==> src/rtl/apb_master_port.sv <==
// apb_master_port: single-outstanding APB3 requester with valid/ready command and response channels.
// Aborts an ACCESS phase when PREADY stays low for more than TIMEOUT_CYCLES cycles.
module apb_master_port #(
    parameter int APB_ADDR_WIDTH = 32,
    parameter int TIMEOUT_CYCLES = 255
) (
    input  logic                      HCLK,
    input  logic                      HRESET,
    input  logic                      req_valid,
    output logic                      req_ready,
    input  logic [APB_ADDR_WIDTH-1:0] req_addr,
    input  logic                      req_write,
    input  logic [31:0]               req_wdata,
    output logic                      rsp_valid,
    input  logic                      rsp_ready,
    output logic [31:0]               rsp_rdata,
    output logic                      rsp_err,
    output logic                      rsp_timeout,
    output logic                      busy,
    output logic [APB_ADDR_WIDTH-1:0] PADDR,
    output logic [31:0]               PWDATA,
    output logic                      PWRITE,
    output logic                      PSEL,
    output logic                      PENABLE,
    input  logic [31:0]               PRDATA,
    input  logic                      PREADY,
    input  logic                      PSLVERR
);
    localparam int CW = (TIMEOUT_CYCLES > 0) ? $clog2(TIMEOUT_CYCLES + 1) : 1;
    typedef enum logic [1:0] {IDLE, SETUP, ACCESS, RESP} state_t;
    state_t state, state_d;
    logic [CW-1:0] cnt;
    logic timeout_hit;
    assign timeout_hit = (TIMEOUT_CYCLES != 0) && (cnt == CW'(TIMEOUT_CYCLES));
    always_comb begin
        state_d = state;
        unique case (state)
            IDLE:    state_d = req_valid ? SETUP : IDLE;
            SETUP:   state_d = ACCESS;
            ACCESS:  state_d = (PREADY || timeout_hit) ? RESP : ACCESS;
            RESP:    state_d = rsp_ready ? IDLE : RESP;
            default: state_d = IDLE;
        endcase
    end
    assign req_ready = state == IDLE;
    assign busy      = state != IDLE;
    assign PSEL      = (state == SETUP) || (state == ACCESS);
    assign PENABLE   = state == ACCESS;
    assign rsp_valid = state == RESP;
    always_ff @(posedge HCLK) begin
        if (HRESET) begin
            state       <= IDLE;
            cnt         <= '0;
            PADDR       <= '0;
            PWDATA      <= '0;
            PWRITE      <= 1'b0;
            rsp_rdata   <= '0;
            rsp_err     <= 1'b0;
            rsp_timeout <= 1'b0;
        end else begin
            state <= state_d;
            if (state == IDLE && req_valid) begin
                PADDR  <= req_addr;
                PWDATA <= req_wdata;
                PWRITE <= req_write;
                cnt    <= '0;
            end
            // PREADY takes priority over a timeout landing on the same cycle
            if (state == ACCESS) begin
                if (PREADY) begin
                    rsp_rdata   <= PWRITE ? 32'h0 : PRDATA;
                    rsp_err     <= PSLVERR;
                    rsp_timeout <= 1'b0;
                end else if (timeout_hit) begin
                    rsp_rdata   <= 32'h0;
                    rsp_err     <= 1'b1;
                    rsp_timeout <= 1'b1;
                end else begin
                    cnt <= cnt + CW'(1);
                end
            end
        end
    end
endmodule

==> config.mk <==
export PLATFORM = sky130hd
export DESIGN_NAME = apb_master_port
export DESIGN_NICKNAME = d
export VERILOG_FILES = /design/src/rtl/apb_master_port.sv
export SDC_FILE = /design/constraint.sdc
export NUM_CORES = 1
export LEC_CHECK = 0
export ABC_AREA = 1
export BUFFER_PORTS_ARGS = -buffer_cell sky130_fd_sc_hd__buf_2
export CAP_MARGIN = 5
export CORE_MARGIN = 2
export CORE_UTILIZATION = 35
export CTS_BUF_LIST = sky130_fd_sc_hd__clkbuf_2
export CTS_CLUSTER_SIZE = 12
export DETAILED_ROUTE_END_ITERATION = 8
export SLEW_MARGIN = 30
export SYNTH_ARGS = -nofsm -noshare
export SYNTH_HDL_FRONTEND = slang
export SYNTH_SLANG_ARGS = --single-unit
export TNS_END_PERCENT = 10
==> constraint.sdc <==
create_clock -name HCLK -period 2.09 [get_ports HCLK]
set_input_delay 0.1045 -clock HCLK [delete_from_list [all_inputs] [get_ports HCLK]]
set_output_delay 0.1045 -clock HCLK [all_outputs]
set_load 0.03 [all_outputs]
==> out/results.txt <==
Post-route clock period utilization -> 90.6%
Fillers -> 1,225
M1 wire length -> 5.58 mm
Num Clock Sinks -> 109
Routed wl met3 -> 910 µm
Clock transition at path regs -> 270 ps
Final Max Tran Viols -> 0
Setup total negative slack -> 0 ps
Number of global-route vias before repair -> 4,545
Synthesized area per cell -> 7.04 µm²
Register bit total from synthesis -> 109
Multi-input logic area -> 1880 µm²
Hold slack -> 266 ps
H-tree levels -> 3
Initial Utilization -> 35.5%
Peak supply drop -> 480 µV
HPWL Detailed -> 7.95 mm
Ant diodes -> 0
Hold violation total from the final report -> 0
Pwr dens -> 774 nW/µm²
Slew HR -> 68.2%
Ys Warns -> 0
Setup violators final -> 0
CTS Buffer Depth -> 2
Max-cap check violation count -> 0
Sequential area share after synthesis -> 49.3%
DR pass1 iterations -> 4
Total grt overflow -> 0
RePlAce Congestion -> 0.795
Fin nets -> 1,029
WL/cell -> 11.6 µm
WL met2 -> 5.90 mm
Fin crit period -> 1890 ps
Tot GR Track Use -> 18.8%
F_max -> 528 MHz
1st-iter DRT viols -> 305
Antenna violations before repair -> 0
Area growth, synth to finish -> 51.5%
Vias -> 4,813
Post-Route WL -> 12.7 mm
Setup crit end kind -> output port
CP max FO -> 19
Clk_skew -> 16.6 ps
Synth Cell Area -> 4420 µm²
Final Non-Filler Cells -> 1,098
Core Box Area -> 12,500 µm²
Worst slew pin tran -> 474 ps
CTS tree -> built
Status -> completed
Largest net degree at the start of global routing -> 56
Startpoint Class -> flop
Ports -> 207
DIE AREA -> 13,600 µm²
Global-route wire length before repair -> 20.2 mm
# rows -> 41
Share of layout cells above drive strength 1 -> 26.5%
Clock root buffer -> clkbuf_2
Reg area -> 2180 µm²
Max Used Layer -> met4
DRC -> 0
Required time worst endpoint -> 1990 ps
Post-Syn Instances -> 628
Post-detailed-route count of antenna-violating nets -> 0
Syn nets -> 736
Worst-Skew Late Latency -> 590 ps
Crit Path Class -> flop to output port
Number of unique standard cell types used by synthesis -> 24
LEAKAGE -> 3.40 nW
Die Y -> 116 µm
Die span in x -> 116 µm
Number of port buffers -> 206
CP Data Arrival Time -> 1790 ps
Num CTS Buffers -> 9
Unrepaired setup endpoints after global routing -> false
Post-DR vias/cell -> 4.38
Post-placement cell count -> 980
Hold crit path type -> input pin to flop
-- cells by family (layout without fill, tap and decap cells) --
kind of cell / Yosys count / in the layout / synth area share (%)
compound gates: 85 / 85 / 9.73
fa+ha+maj: 5 / 5 / 1.41
buf+inv: 83 / 381 / 8.17
flops: 109 / 109 / 49.3
simple gates: 346 / 346 / 31.4
-- timing repair --
item	in CTS	in global routing
hold buffers	102	0
buffers inserted	0	0
gates resized for setup	0	1
endpoints found under the setup margin	0	1
endpoints found under the hold margin	105	0
-- placed cells by master (no fill, tap or decap), types with 2 or more instances in the layout --
cell           Yosys  routed
buf_2              9     206
nand4_1            3       3
dfxtp_1          109     109
clkbuf_2           0      11
clkinv_2           0       2
buf_4              3       6
nand2_1           85      84
nor2_2             6       6
ha_1               5       5
a21oi_1            9       9
inv_1             47      45
clkinv_1           1       2
nor2_1           224     224
nand2_2            3       4
inv_2              0       2
o21ai_0           74      74
dlygate4sd3_1      0     102
nor3_1             3       3
nand3_1           19      19
-- through the flow --
step | setup slack [ps] | power (mW) | utilization, % | area (µm²)
2_1_floorplan | 367 | 3.64 | - | 4420
3_3_place_gp | 443 | 4.12 | 44.7 | 5570
3_5_place_dp | 384 | 4.13 | 44.7 | 5570
4_1_cts | 35.0 | 5.25 | 53.7 | 6700
5_1_grt | 54.5 | 5.55 | 53.8 | 6700
6_report | 197 | 5.19 | 53.8 | 6700
-- flip-flops by register name, indices dropped and copies added (netlist names) --
name         count
rsp_err          1
PWRITE           1
rsp_rdata       32
PADDR           32
PWDATA          32
state            2
rsp_timeout      1
cnt              8
-- per-layer routing --
metal	vias up	GRT usage, %
li1	2525	-
met5	-	0
met1	2085	21.8
met3	27	5.19
met2	176	31.7
met4	0	9.29
-- worst paths after layout --
check / startpoint / end / slack, ps / cells after the start
worst max-delay path: state[0] / PENABLE / 200 / 4
worst max register to register: cnt[0] / rsp_err / 360 / 9
worst min register to register: rsp_timeout / rsp_timeout / 490 / 2
worst min-delay path: req_wdata[11] / PWDATA[11] / 270 / 4
-- report_power, final --
group          switching (mW)  total, mW  internal, mW
sequential              0.126       2.46          2.33
combinational            1.17       1.78         0.610
clock                   0.681      0.958         0.277
-- worst max-delay path: stages (launching register included) --
cell,delay (ps)
dfxtp_1,380
inv_1,120
ha_1,230
buf_6,230
buf_2,230
-- area by class of cell --
cell class	instances	share of cell area, %
clock buffers	11	0.821
clock inverters	5	0.765
inverters	49	2.82
multi-input cells	436	28.1
flip-flops and latches	109	32.5
well taps	172	3.21
repair buffers	316	31.7
-- cells in the mapped netlist (all sizes together) --
library cell  count  area (µm²)
clkbuf           18        67.6
nand2            90         369
nand3            19        95.1
nor3              3        15.0
nor2            231         890
clkinv            1        3.75
buf              16         105
o21ai            74         370
nand4             3        18.8
a211oi            1        7.51
inv              48         185
a21oi             9        45.0
a21o              1        7.51
dfxtp           109        2180
ha                5        62.6
No activity file was read; power rests on OpenSTA's default activity.
